`config.mk`:
```
export PLATFORM = sky130hd
export DESIGN_NAME = mult_host
export DESIGN_NICKNAME = d
export VERILOG_FILES = /design/src/rtl/mult_pkg.sv /design/src/rtl/mult_host_wait_timer.sv /design/src/rtl/mult_host.sv
export SDC_FILE = /design/constraint.sdc
export NUM_CORES = 1
export LEC_CHECK = 0
export ABC_CLOCK_PERIOD_IN_PS = 1550
export CAP_MARGIN = 20
export CORE_ASPECT_RATIO = 0.7
export CORE_MARGIN = 2
export CORE_UTILIZATION = 37
export DETAILED_ROUTE_END_ITERATION = 7
export GPL_TIMING_DRIVEN = 0
export HOLD_SLACK_MARGIN = 0.03
export PLACE_DENSITY = 0.8
export REMOVE_ABC_BUFFERS = 1
export SETUP_SLACK_MARGIN = 0.4
export SKIP_CTS_REPAIR_TIMING = 1
export SLEW_MARGIN = 0
export SYNTH_ARGS = -nofsm -noshare
export SYNTH_HDL_FRONTEND = slang
export SYNTH_SLANG_ARGS = --single-unit
```
`constraint.sdc`:
```
create_clock -name i_clk -period 1.55 [get_ports i_clk]
set_input_delay 0.2325 -clock i_clk [delete_from_list [all_inputs] [get_ports i_clk]]
set_output_delay 0.2325 -clock i_clk [all_outputs]
set_load 0.02 [all_outputs]
```
`src/rtl/mult_pkg.sv`:
```
`default_nettype none
// ============================================================================
// Module   : mult_pkg
// Purpose  : Shared constants for the multiplier host. Contains the state
//            encoding, the default operand width and the product width helper.
// Revision : 1.0 - initial release
// ============================================================================
package mult_pkg;

  localparam int DEFAULT_WIDTH = 32;

  // The state register is 3 bits wide.
  localparam logic [2:0] ST_IDLE  = 3'd0;
  localparam logic [2:0] ST_ISSUE = 3'd1;
  localparam logic [2:0] ST_WAIT  = 3'd2;
  localparam logic [2:0] ST_ACK   = 3'd3;
  localparam logic [2:0] ST_RESP  = 3'd4;

  // The product of two w-bit operands is 2*w bits wide.
  function automatic int prod_width(input int w);
    return 2 * w;
  endfunction

endpackage
`default_nettype wire

```
`src/rtl/mult_host_wait_timer.sv`:
```
`default_nettype none
// ============================================================================
// Module   : wait_timer
// Purpose  : Watchdog counter that can be cleared and saturates at TIMEOUT.
//            o_tc is high while the count equals TIMEOUT-1.
// Ports    : i_clk  - clock
//            i_rst  - synchronous active-high reset
//            i_clr  - synchronous clear; takes priority over i_en
//            i_en   - count enable
//            o_tc   - terminal count (count == TIMEOUT-1)
// Revision : 1.0 - initial release
// ============================================================================
module wait_timer #(
  parameter int TIMEOUT = 40
) (
  input  logic i_clk,
  input  logic i_rst,
  input  logic i_clr,
  input  logic i_en,
  output logic o_tc
);

  localparam int CW = $clog2(TIMEOUT + 1);
  localparam logic [CW-1:0] c_MAX = CW'(TIMEOUT);
  localparam logic [CW-1:0] c_TC  = CW'(TIMEOUT - 1);

  logic [CW-1:0] r_count;

  // The counter stops at TIMEOUT and does not wrap, so a long enable
  // cannot produce a second terminal count.
  always_ff @(posedge i_clk) begin
    if (i_rst || i_clr) begin
      r_count <= '0;
    end else if (i_en && (r_count != c_MAX)) begin
      r_count <= r_count + 1'b1;
    end
  end

  assign o_tc = (r_count == c_TC);

endmodule
`default_nettype wire

```
`src/rtl/mult_host.sv`:
```
`default_nettype none
// ============================================================================
// Module   : mult_host
// Purpose  : Initiator side of the shift-add multiplier handshake. Takes an
//            operand pair from upstream, pulses valid_data to the multiplier,
//            waits for Done_Flag (under a watchdog), acknowledges it, and
//            offers the product downstream.
// Ports    : i_clk/i_rst              - clock, synchronous active-high reset
//            i_req_valid/o_req_ready  - upstream operand handshake
//            i_req_a/i_req_b          - operands
//            o_mul_valid_data         - one-cycle issue pulse to multiplier
//            o_mul_a/o_mul_b          - registered operands to multiplier
//            i_mul_done/i_mul_product - multiplier done flag and product
//            o_mul_ack                - one-cycle acknowledge to multiplier
//            o_rsp_valid/i_rsp_ready  - downstream result handshake
//            o_rsp_product            - captured product (0 on timeout)
//            o_rsp_timeout            - result is an aborted transaction
//            o_busy                   - not idle
// Revision : 1.0 - initial release
// ============================================================================
module mult_host
  import mult_pkg::*;
#(
  parameter int WIDTH   = DEFAULT_WIDTH,
  parameter int TIMEOUT = 40
) (
  input  logic                         i_clk,
  input  logic                         i_rst,
  input  logic                         i_req_valid,
  output logic                         o_req_ready,
  input  logic [WIDTH-1:0]             i_req_a,
  input  logic [WIDTH-1:0]             i_req_b,
  output logic                         o_mul_valid_data,
  output logic [WIDTH-1:0]             o_mul_a,
  output logic [WIDTH-1:0]             o_mul_b,
  input  logic                         i_mul_done,
  input  logic [prod_width(WIDTH)-1:0] i_mul_product,
  output logic                         o_mul_ack,
  output logic                         o_rsp_valid,
  input  logic                         i_rsp_ready,
  output logic [prod_width(WIDTH)-1:0] o_rsp_product,
  output logic                         o_rsp_timeout,
  output logic                         o_busy
);

  localparam int PW = prod_width(WIDTH);

  logic [2:0]       r_state;
  logic [2:0]       w_state_nxt;
  logic [WIDTH-1:0] r_a;
  logic [WIDTH-1:0] r_b;
  logic [PW-1:0]    r_product;
  logic             r_timeout;
  logic             w_tc;

  // Watchdog: cleared during ISSUE so every WAIT starts counting from zero.
  wait_timer #(
    .TIMEOUT (TIMEOUT)
  ) u_wait_timer (
    .i_clk (i_clk),
    .i_rst (i_rst),
    .i_clr (r_state == ST_ISSUE),
    .i_en  (r_state == ST_WAIT),
    .o_tc  (w_tc)
  );

  always_comb begin
    w_state_nxt = r_state;
    case (r_state)
      ST_IDLE:  if (i_req_valid) w_state_nxt = ST_ISSUE;
      // A done flag seen while issuing is stale and is deliberately ignored.
      ST_ISSUE: w_state_nxt = ST_WAIT;
      ST_WAIT: begin
        if (i_mul_done) begin
          w_state_nxt = ST_ACK;
        end else if (w_tc) begin
          w_state_nxt = ST_RESP;
        end
      end
      ST_ACK:   w_state_nxt = ST_RESP;
      ST_RESP:  if (i_rsp_ready) w_state_nxt = ST_IDLE;
      default:  w_state_nxt = ST_IDLE;
    endcase
  end

  always_ff @(posedge i_clk) begin
    if (i_rst) begin
      r_state   <= ST_IDLE;
      r_a       <= '0;
      r_b       <= '0;
      r_product <= '0;
      r_timeout <= 1'b0;
    end else begin
      r_state <= w_state_nxt;
      if ((r_state == ST_IDLE) && i_req_valid) begin
        r_a <= i_req_a;
        r_b <= i_req_b;
      end
      // Done has priority over the watchdog when both occur together.
      if (r_state == ST_WAIT) begin
        if (i_mul_done) begin
          r_product <= i_mul_product;
          r_timeout <= 1'b0;
        end else if (w_tc) begin
          r_product <= '0;
          r_timeout <= 1'b1;
        end
      end
    end
  end

  assign o_req_ready      = (r_state == ST_IDLE);
  assign o_mul_valid_data = (r_state == ST_ISSUE);
  assign o_mul_ack        = (r_state == ST_ACK);
  assign o_rsp_valid      = (r_state == ST_RESP);
  assign o_busy           = (r_state != ST_IDLE);
  assign o_mul_a          = r_a;
  assign o_mul_b          = r_b;
  assign o_rsp_product    = r_product;
  assign o_rsp_timeout    = r_timeout;

endmodule
`default_nettype wire

```
* After elaboration in Yosys (flattened, before gate mapping)
Index checks and enable logic that the tools add are counted.
** Cells by class
- Add/subtract/negate cells :: 1
- Multipliers :: 0
- Divide/modulo/power cells :: 0
- $lt $le $gt $ge :: 0
- Equality and inequality tests :: 9
- Shifts and indexed selects :: 0
- Multiplexer cells :: 9
- Bitwise logic cells :: 0
- Reduce and logical (&&, ||, !) cells :: 8
** Operators with widths (count)
- 64-bit two-way mux :: 2
- 3-bit case mux with 5 select lines :: 1
- 3-bit two-way mux :: 4
- 6-bit by 1-bit adder with 6-bit output (second input constant) :: 1
- 3-bit by 2-bit == test with 1-bit output (second input constant) :: 2
- 6-bit == test (second input constant) :: 1
- 6-bit != test (second input constant) :: 1
- 3-bit by 1-bit == test with 1-bit output (second input constant) :: 1
- 3-bit == test (second input constant) :: 1
- 3-bit logical NOT :: 1
- 3-bit != test (second input constant) :: 1
- 3-bit AND reduction :: 1
- 3-bit nonzero test :: 1
- 1-bit logical AND :: 2
- 1-bit two-way mux :: 2
- 2-bit by 1-bit != test with 1-bit output (second input constant) :: 1
- 2-bit != test (second input constant) :: 1
- 2-bit AND reduction :: 1
- 2-bit nonzero test :: 1
- 1-bit logical OR :: 1
** Storage, ports and cells
- Bits in registers :: 138
- Latch bits :: 0
- Bits in writable memories :: 0
- Memory bits (read-only) :: 0
- Input bits :: 133
- Output and inout port bits :: 134
- Word-level logic and storage cells :: 33
- Memories kept :: 0

* Logic depth before layout (Yosys ltp)
Gate-level depths: netlist of the first run.
- Word-level depth :: 4
- Depth in mapped cells :: 6
- Mapped depth without buffers :: 5

* Modules after synthesis
From an unflattened synthesis of the first run, not the netlist that was laid out.
** Second synthesis, totals
- Cell total of the unflattened synthesis :: 628
- Area total of the unflattened synthesis :: 5144.9 sq um
** Modules (own cells, without submodules)
- mult_host :: times used 1, cells an instance 593, area an instance 4830.9 sq um, sequential area each 2642.5 sq um
- wait_timer :: times used 1, cells an instance 35, area an instance 314.1 sq um, sequential area each 120.1 sq um

* Worst setup path before layout of the first run
No wires, ideal clock.
- Path type :: reg-to-reg
- Start :: register r_state[2]
- End :: register r_product[44], in the netlist o_rsp_product[44]
- Library setup time :: 0.132 ns
- Arrival :: 1.392 ns
- Required time :: 1.418 ns
- Path slack :: 0.026 ns
- Stages on the path, launching flop included :: 7
- Path buffers :: 3
- Period minus slack after synthesis :: 1.524 ns
- Path through :: dfxtp_1 or3b_1 clkbuf_1 buf_2 clkbuf_1 a22oi_1 a21oi_1
** Between the ends
- Longest elaborated chain between the ends :: 2
** RTL lines
- start, declared :: RTL line mult_host.sv:48 : logic [2:0] r_state;
- start signal, assigned :: RTL line mult_host.sv:94 : r_state <= w_state_nxt;
- 3-bit by 2-bit == test with 1-bit output :: RTL line mult_host.sv:100 : if (r_state == ST_WAIT) begin
- 2-bit AND reduction (no source line)
- end signal, assigned :: RTL line mult_host.sv:102 : r_product <= i_mul_product;
- end, declared :: RTL line mult_host.sv:52 : logic [PW-1:0] r_product;
Every way passes these cells.
A chain may end at the register's enable or synchronous reset.

* Final worst setup path of the first run
- Start :: register r_state[0]
- End :: register r_product[38], in the netlist o_rsp_product[38]
The elaborated chain is that of the path after synthesis.

==> key figures, run 1 <==
Status
  – Status: finished, violations left
  – Failing checks: negative setup slack

Clock network
  – CTS tree: yes
  – Clock tree buffer depth: 2
  – Num CTS Buffers: 17
  – Sink Count: roughly 140
  – H-tree depth: 4
  – Root buffer cell: clkbuf_16
  – Clk_lat worst skew: about 0.4 ns
  – Worst-path clk slew: ~0.07 ns

Setup path
  – Max incr delay on CP: approximately 0.38 ns
  – Worst-path fanout max: 9
  – Slowest CP cell: dfxtp_4
  – CP Cell Sequence: buf_4 -> nor4bb_4 -> buf_6 -> buf_8 -> clkbuf_16 -> a22oi_1 -> a21oi_1
  – Crit. End Element: flip-flop
  – Crit Path Category: reg2reg
  – Crit path launch type: flip-flop
  – CP top delay family: buffers and inverters
  – CP required: between 1.5 and 2 ns
  – CP arrival: 2.02 ns
  – WP buf/inv: 4

Cells and area
  – NumNets Final: between 1k and 1.5k
  – ANT cells: 0
  – P&R area growth vs syn: 83.8%
  – Layout cells sized above 1: 25.3%
  – # fillers: between 1k and 1.5k
  – Post-route insts no fill: about 1.2k
  – Seq. cell area: roughly 2800 um^2
  – Area of the multi-input gates: roughly 3200 um^2

Detailed routing
  – Via-to-Cell Ratio: about 5.5
  – Final ANT Viol Nets: 0
  – Vias: a little under 7k
  – First DRT Iteration DRCs: 415
  – Drt wl/cell: between 20 and 25 um
  – Routed wire length: 25100 um
  – 1st-pass router iterations: 5
  – DRC: 0

Synthesis
  – Top post-synthesis cells by area: dfxtp_1 (48%), a21oi_1 (12%), nand2_1 (8.6%)
  – Cell taking the most area after synthesis: dfxtp_1
  – Ys Warns: 0
  – Share of synthesized registers carrying an async set or reset: 0%
  – Post-synth EDFFs: 0
  – Area share of the largest cell type after synthesis: roughly half
  – Synth unique cells: 32
  – Top FF cell, synth: dfxtp_1
  – Post-Syn Instances: approximately 710
  – Synth Register Bits: around 140
  – Post-synthesis cell area: around 5700 um^2
  – Sequential area share after synthesis: between 40% and 50%
  – Syn_area_per_cell: about 8 um^2

Power
  – Power Density: roughly 980 nW/um^2
  – Switch share: 28.4%
  – Gate power share: between 20% and 30%
  – Net Switching: 2.95 mW
  – Leakage: a little over 4 nW
  – Worst vdd ir: a little over 0.9 mV
  – Clock power share: approximately 39%
  – Internal cell power: between 7 and 8 mW
  – Reg power frac: approximately 38%

Floorplan
  – Die Y: between 100 and 150 um
  – I/O Pins: roughly 270
  – Site row count: 38
  – Starting Density: 37.4%
  – Die Area: ~17000 um^2
  – Die W: about 150 um
  – Core area: roughly 15000 um^2

Global route
  – Vias in the first global route: 5434
  – Tot GR Track Use: between 20% and 30%
  – First-pass GRT wire length: around 28000 um
  – Congestion Overflow GR: 0
  – Initial antenna violation count: 0
  – Largest net degree at the start of global routing: just under 80

STA
  – Period utilization: 110%
  – Max-slew headroom: between 40 and 50%
  – Max frequency: 0.587 GHz
  – Final setup vio count: roughly 180
  – Hold Vio Cnt, Final: 0
  – Pins Over Slew Limit: 0
  – RSZ-0062 raised after global routing: true
  – Setup TNS: -10.75 ns
  – Minimum clock period: about 1.7 ns
  – Worst-Margin Slew: around 0.76 ns
  – Worst setup margin: -0.154 ns
  – Final Skew: 0.00775 ns

Flow run
  – MaxCap Viol Count: 0

Placed design
  – Port buffer count: approximately 270
  – Routability cong.: 0.792
  – Hpwl dp: ~12000 um
  – Cell count after placement: ~1.1k

Worst hold path
  – Hold/Removal Path Class: in2reg
==> area by class of cell <==
cell class                      count  share of cell area, %
Multi-Input combinational cell    511                   30.1
Timing Repair Buffer              351                   35.3
Clock buffer                       19                   4.10
Inverter                            8                  0.308
Clock inverter                     13                   1.35
Sequential cell                   138                   26.4
Tap cell                          200                   2.37
==> synthesized netlist by cell type, types with 2 or more instances <==
cell,number
dfxtp_1,138
a21oi_1,132
nand2_1,132
nor2b_1,66
o21ai_0,66
a22oi_1,64
clkbuf_1,46
buf_2,22
inv_1,8
nand3_1,5
mux2i_1,3
nor2_1,3
or3_1,3
ha_1,2
nand2b_1,2
nand4bb_1,2
nor4_1,2
o21a_1,2
==> state kept, by name, summed over array words and instances, names as in the netlist <==
register,cells
o_rsp_product,64
o_mul_a,32
u_wait_timer.r_count,6
o_rsp_timeout,1
r_state,3
o_mul_b,32
==> worst min-delay path, cell delays in order <==
cell and delay (ns):
clkdlybuf4s50_1 0.39, nand2_1 0.07, a21oi_2 0.04
==> routing by layer <==
layer / wire length (um) / vias up / GRT usage (%) / share of wire, %
li1: - / 3148 / - / -
met4: 453 / 0 / 4.76 / 1.8
met3: 2290 / 42 / 9.06 / 9.1
met1: 10100 / 3283 / 27.0 / 40
met2: 12300 / 317 / 32.5 / 49
met5: 0 / - / 0 / 0
==> final timing paths <==
| check | from | to | slack (ns) | cells after the start |
|---|---|---|---|---|
| setup / recovery | r_state[0]$_SDFFE_PP0P_ | o_rsp_product[38]$_SDFFE_PP0P_ | -0.15 | 7 |
| hold / removal | i_req_a[27] | o_mul_a[27]$_SDFFE_PP0P_ | 0.37 | 3 |
| setup reg to reg | r_state[0]$_SDFFE_PP0P_ | o_rsp_product[38]$_SDFFE_PP0P_ | -0.15 | 7 |
| hold reg to reg | o_mul_a[20]$_SDFFE_PP0P_ | o_mul_a[20]$_SDFFE_PP0P_ | 0.45 | 2 |
==> cells by family (layout without fill, tap and decap cells) <==
family          Yosys count  in the layout  synth area share (%)
flops                   138            138                  48.1
simple gates            222            236                  18.7
fa+ha+maj                 2              2                 0.436
mux                       3              3                 0.523
compound gates          270            270                  26.8
buf+inv                  77            391                  5.51
==> metrics by stage <==
step	power [mW]	instance area, um^2	setup WS [ns]	util, %	hold slack [ns]
after global placement	5.74	8370	-9.77	54.5	0.441
after detailed placement	5.77	8600	-0.813	56.0	0.446
final	10.4	10600	-0.154	68.7	0.368
after floorplan	4.73	5460	-4.09	-	0.302
after CTS	9.75	9180	-0.902	59.8	0.334
after global routing	10.8	10600	-0.194	68.7	0.352
==> layout by cell type (no fill, tap or decap), drive strengths merged, types with 3 or more instances in the layout <==
cell / Yosys / final
buf: 23 / 113
a21oi: 132 / 132
dfxtp: 138 / 138
clkdlybuf4s50: 0 / 215
nand4bb: 2 / 3
mux2i: 3 / 3
nand2: 132 / 132
clkbuf: 46 / 31
o21ai: 66 / 66
nor2b: 66 / 66
dlymetal6s2s: 0 / 11
nand3: 5 / 5
or3: 3 / 3
or3b: 2 / 11
a22oi: 64 / 64
clkinv: 0 / 5
nor2: 3 / 3
inv: 8 / 12
or4b: 1 / 5
==> power groups by stage <==
stage	sequential (mW)	combinational [mW]	clock [mW]
floorplan	4.22	0.506	0
global placement	3.97	1.77	0
detailed placement	3.98	1.79	0
CTS	3.90	1.80	4.05
global route	3.96	2.55	4.26
finish	3.93	2.44	4.03
(Power assumes the default switching activity.)
==> run 2: changes to the inputs <==
- ABC_CLOCK_PERIOD_IN_PS: 1550 -> 1830
- CORE_UTILIZATION: 37 -> 41
- PLACE_DENSITY: 0.8 -> 0.83
- SETUP_SLACK_MARGIN: 0.4 -> default
- clock period: 1.55 -> 1.83 ns (I/O delays scaled with it)
==> key figures, run 2 (synthesis gave the netlist of run 1 again) <==
Power
  – Leakage: 3.24 nW (-20%)
  – Power Density: 881 nW/um^2 (-11%)
  – Worst vdd ir: 0.604 mV (-34%)
  – Total chip power: 8.15 mW (-22%)

Clock network
  – CTS tree: yes
  – Clk_lat worst skew: 0.41 ns (about the same)
  – Clock tree buffer depth: 2 (unchanged)
  – H-tree depth: 4 (unchanged)
  – Num CTS Buffers: 17 (unchanged)
  – Sink Count: 138 (unchanged)
  – Worst-path clk slew: 0.06 ns (about the same)
  – Root buffer cell: clkbuf_16

Detailed routing
  – 1st-pass router iterations: 5 (unchanged)
  – Routed wire length: 18600 um (-26%)
  – Vias: 5929 (-13%)
  – Drt wl/cell: 16.1 um (-20%)
  – Via-to-Cell Ratio: 5.14 (-6.1%)
  – DRC: 0 (unchanged)
  – First DRT Iteration DRCs: 287 (-31%)
  – Final ANT Viol Nets: 0 (unchanged)

STA
  – Period utilization: 105%
  – Final Skew: 0.00774 ns (-0.00000738 ns)
  – Max frequency: ~0.52 GHz
  – Worst-Margin Slew: 0.869 ns (+0.113 ns)
  – Minimum clock period: approximately 1.9 ns
  – Final setup vio count: 4 (-98%)
  – RSZ-0062 raised after global routing: true
  – Setup TNS: -0.0983 ns (+10.65 ns)
  – Hold Vio Cnt, Final: 0 (unchanged)
  – Max-slew headroom: 42.1% (-7.6 points)
  – Worst setup margin: -0.0824 ns (+0.0717 ns)
  – Pins Over Slew Limit: 0 (unchanged)

Global route
  – Congestion Overflow GR: 0 (unchanged)
  – Initial antenna violation count: 0 (unchanged)
  – Tot GR Track Use: 22.5% (+1.6 points)
  – First-pass GRT wire length: 27400 um (-2.2%)
  – Met2 Resource Use GR: 36.5% (+4.0 points)
  – Largest net degree at the start of global routing: 74 (-3.9%)
  – GR peak layer: met2
  – Grt met3 use: 9.07% (+0.013 points)
  – Vias in the first global route: 5264 (-3.1%)
  – Met1 GRT Util: 28.4% (+1.4 points)

Setup path
  – Crit path launch type: flip-flop
  – Worst-path fanout max: 13 (+4)
  – CP required: 1.56 ns (-0.31 ns)
  – CP top delay family: simple AND/OR/NAND/NOR gates
  – Crit. End Element: output port
  – Slowest CP cell: or3b_2
  – Crit Path Category: reg2out
  – Max incr delay on CP: 0.53 ns (+0.15 ns)
  – CP arrival: 1.64 ns (-0.38 ns)
  – WP buf/inv: 2 (-2)
  – CP Cell Sequence: or3b_2 -> inv_1 -> clkbuf_2

Cells and area
  – ANT cells: 0 (unchanged)
  – Most common cell after layout, fill and taps aside: clkdlybuf4s50_1
  – NumNets Final: 1085 (-6.6%)
  – Final instance area: 9260 um^2 (-12%)
  – Most frequent cells in the layout: clkdlybuf4s50_1 (259), dfxtp_1 (135), nand2_1 (132), a21oi_1 (131), nor2b_1 (66)
  – Core Util, Final: 67.2% (-1.6 points)
  – P&R area growth vs syn: 61.2%
  – Number of flip-flops in the largest register: 64 (unchanged)
  – Layout cells sized above 1: 7.06% (-18 points)

Floorplan
  – I/O Pins: 267 (unchanged)
  – Die Area: 15000 um^2 (-9.5%)
  – Core area: 13800 um^2 (-10%)
  – Starting Density: 41.7% (+4.3 points)
  – Die W: 145 um (-4.9%)
  – Die Y: 103 um (-4.8%)
  – Site row count: 36 (-5.3%)

Placed design
  – Post-Place Setup Slack: -0.525 ns (+0.288 ns)
  – Port buffer count: 266 (unchanged)
  – Routability cong.: 0.769 (-2.9%)
  – Hpwl dp: 11900 um (-2.2%)
  – Area after DPL: 8580 um^2 (-0.25%)

Status
  – Failing checks: negative setup slack
  – Status: finished, violations left

Worst hold path
  – Hold/Removal Path Class: in2reg

Flow run
  – MaxCap Viol Count: 0 (unchanged)
## run 2: cell count changes in the layout (fill, tap and decap cells not counted), sizes merged, moves of 2 or more
cell           previous run  this run
clkinv                    5         2
clkinvlp                  2         4
clkbuf                   31        22
or4b                      5         1
dlymetal6s2s             11         3
buf                     113        21
clkdlybuf4s50           215       259
or3b                     11         4
## run 2: per-layer routing
layer	vias to the layer above	wire (um)	part of all wire, %
met3	12	1700	9.1
met5	-	0	0
met4	0	140	0.75
met2	226	8760	47
li1	2949	-	-
met1	2742	7960	43
## run 2: worst paths after layout
path	startpoint	to	slack (ns)	cells past startpoint
setup / recovery	r_state[0]$_SDFFE_PP0P_	o_mul_valid_data	-0.08	3
hold reg to reg	o_mul_b[19]$_SDFFE_PP0P_	o_mul_b[19]$_SDFFE_PP0P_	0.45	2
hold / removal	i_req_b[14]	o_mul_b[14]$_SDFFE_PP0P_	0.41	3
setup reg to reg	r_state[1]$_SDFFE_PP0P_	o_rsp_product[45]$_SDFFE_PP0P_	-0.01	3
## run 2: final cells by class
| class | instances | area [um^2] |
|---|---|---|
| Clock inverter | 12 | 114 |
| Sequential cell | 138 | 2770 |
| Tap cell | 190 | 238 |
| Inverter | 8 | 30.0 |
| Timing Repair Buffer | 285 | 2880 |
| Multi-Input combinational cell | 500 | 2770 |
| Clock buffer | 20 | 457 |
| Fill cell | 1107 | 4530 |
## run 2: where the power goes
part           internal [mW]  total, mW  switching (mW)  leakage [nW]
logic                  0.796       1.54           0.743          1.85
clock network           1.96       3.30            1.35         0.270
registers               3.19       3.31           0.122          1.13
## run 2: through the flow
step,hold slack [ns],std cells
3_3_place_gp,0.441,1099
2_1_floorplan,0.344,643
5_1_grt,0.391,1153
3_5_place_dp,0.445,1114
4_1_cts,0.390,1146
6_report,0.406,1153
## run 2: worst register-to-register path, delay by kind of cell (launching register included)
family	cells	cell delay [ns]
simple gates	1	0.83
flops	1	0.45
compound gates	2	0.40
==> run 3: changes to the inputs <==
==> constraint.sdc (replaced) <==
create_clock -name i_clk -period 1.83 [get_ports i_clk]
set_input_delay 0.549 -clock i_clk [delete_from_list [all_inputs] [get_ports i_clk]]
set_output_delay 0.549 -clock i_clk [all_outputs]
set_load 0.02 [all_outputs]
==> key figures, run 3 (synthesis gave the netlist of run 1 again) <==
STA
  – Final setup vio count: 9 (+5)
  – Worst-Margin Slew: 0.798 ns (-0.0709 ns)
  – Worst setup margin: -0.0968 ns (-0.0144 ns)
  – RSZ-0062 raised after global routing: true
  – Hold slack: 0.448 ns (+0.0426 ns)
  – Max-slew headroom: 46.8% (+4.7 points)
  – Max frequency: 0.519 GHz (-0.75%)
  – Final Skew: 0.00942 ns (+0.00167 ns)
  – Pins Over Slew Limit: 0 (unchanged)
  – Period utilization: 105% (+0.79 points)
  – Hold Vio Cnt, Final: 0 (unchanged)
  – Minimum clock period: 1.93 ns (+0.0144 ns)

Floorplan
  – Die Area: 15000 um^2 (unchanged)
  – I/O Pins: 267 (unchanged)
  – Starting Density: 41.7% (unchanged)
  – Die W: 145 um (unchanged)
  – Die Y: 103 um (unchanged)
  – Site row count: 36 (unchanged)
  – Core area: 13800 um^2 (unchanged)

Global route
  – Met1 GRT Util: 28.4% (unchanged)
  – GR peak layer: met2
  – Met2 Resource Use GR: 36.5% (unchanged)
  – First-pass GRT wire length: 27400 um (unchanged)
  – Largest net degree at the start of global routing: 74 (unchanged)
  – Congestion Overflow GR: 0 (unchanged)
  – Initial antenna violation count: 0 (unchanged)
  – Vias in the first global route: 5264 (unchanged)
  – Grt met3 use: 9.07% (unchanged)
  – Tot GR Track Use: 22.5% (unchanged)

Detailed routing
  – First DRT Iteration DRCs: 316 (+10%)
  – Via-to-Cell Ratio: 5.24 (+2.0%)
  – Drt wl/cell: 16.8 um (+4.6%)
  – Final ANT Viol Nets: 0 (unchanged)
  – Routed wire length: 19600 um (+5.8%)
  – Vias: 6113 (+3.1%)
  – DRC: 0 (unchanged)
  – 1st-pass router iterations: 5 (unchanged)

Clock network
  – Num CTS Buffers: 17 (unchanged)
  – CTS tree: yes
  – Clk_lat worst skew: 0.41 ns (about the same)
  – Worst-path clk slew: 0.06 ns (about the same)
  – Sink Count: 138 (unchanged)
  – Clock tree buffer depth: 2 (unchanged)
  – H-tree depth: 4 (unchanged)
  – Root buffer cell: clkbuf_16

Setup path
  – Crit Path Category: reg2out
  – Worst-path fanout max: 13 (unchanged)
  – Crit path launch type: flip-flop
  – CP arrival: 1.38 ns (-0.26 ns)
  – Crit. End Element: output port
  – CP required: 1.28 ns (-0.28 ns)

Flow run
  – MaxCap Viol Count: 0 (unchanged)

Status
  – Status: finished, violations left
  – Failing checks: negative setup slack

Cells and area
  – Most frequent cells in the layout: dfxtp_1 (135), nand2_1 (132), a21oi_1 (132), dlymetal6s2s_1 (130), clkdlybuf4s50_1 (129)
  – NumNets Final: 1098 (+1.2%)
  – Number of flip-flops in the largest register: 64 (unchanged)
  – Most common cell after layout, fill and taps aside: dfxtp_1
  – ANT cells: 0 (unchanged)
  – # fillers: 1018 (-8.0%)
  – Final instance area: 9730 um^2 (+5.1%)
  – P&R area growth vs syn: 69.4%
  – Layout cells sized above 1: 9.12% (+2.1 points)
  – Post-route insts no fill: 1166 (+1.1%)

Power
  – Leakage: 5.51 nW (+70%)
  – Worst vdd ir: 0.607 mV (+0.57%)
  – Power Density: 841 nW/um^2 (-4.5%)

Worst hold path
  – Hold/Removal Path Class: reg2reg

Placed design
  – Area after DPL: 8580 um^2 (unchanged)
  – Routability cong.: 0.769 (unchanged)
  – Cell count after placement: 1114 (unchanged)
  – Port buffer count: 266 (unchanged)
  – Hpwl dp: 11900 um (unchanged)
[run 3: changes by cell type in the layout (fill, tap and decap cells not counted), moves of 2 or more]
cell / previous run / this run
inv_1: 7 / 5
or3b_2: 3 / 0
dlymetal6s2s_1: 3 / 130
inv_2: 1 / 3
buf_4: 10 / 22
buf_6: 5 / 9
clkdlybuf4s50_1: 259 / 129
o21ai_1: 2 / 0
o21ai_0: 64 / 66
or3b_4: 1 / 4
[run 3: where the power goes]
part           total, mW  internal [mW]  switching (mW)
logic               1.58          0.800           0.776
registers           3.30           3.19           0.109
clock network       3.31           1.96            1.35
[run 3: worst paths after layout]
path | from | endpoint | slack [ns] | cells past startpoint
max | r_state[1]$_SDFFE_PP0P_ | o_mul_valid_data | -0.1 | 3
min | o_mul_b[19]$_SDFFE_PP0P_ | o_mul_b[19]$_SDFFE_PP0P_ | 0.45 | 2
max reg2reg | r_state[1]$_SDFFE_PP0P_ | o_mul_a[0]$_SDFFE_PP0P_ | -0.02 | 5
min reg2reg | o_mul_b[19]$_SDFFE_PP0P_ | o_mul_b[19]$_SDFFE_PP0P_ | 0.45 | 2
[run 3: through the flow]
step / setup TNS [ns] / setup WS, ns / utilization, % / total power [mW]
4_1_cts: -39.44 / -0.964 / 66.4 / 8.19
5_1_grt: -2.08 / -0.144 / 70.6 / 8.51
3_5_place_dp: -74.91 / -0.800 / 62.3 / 4.89
6_report: -0.421 / -0.0968 / 70.6 / 8.18
2_1_floorplan: -498.72 / -3.86 / - / 4.00
3_3_place_gp: -1112.33 / -9.42 / 60.6 / 4.85
[run 3: area by class of cell]
| class | instances | area [um^2] | share of cell area (%) |
|---|---|---|---|
| multi-input combinational | 501 | 2820 | 29.0 |
| sequential | 138 | 2770 | 28.5 |
| clock buffer | 20 | 457 | 4.69 |
| inverter | 8 | 30.0 | 0.309 |
| clock inverter | 12 | 114 | 1.17 |
| timing repair buffer | 297 | 3300 | 33.9 |
| tap | 190 | 238 | 2.44 |
[run 3: worst max-delay path, cell delays in order (launching register included)]
cell and delay [ns]:
dfxtp_4 0.40, or3b_4 0.41, inv_2 0.06, buf_6 0.11
[run 3: routing by layer]
metal  share of wire, %  wire, um
met5                  0         0
met4                1.0       201
met3                8.9      1740
met2                 48      9470
met1                 42      8220
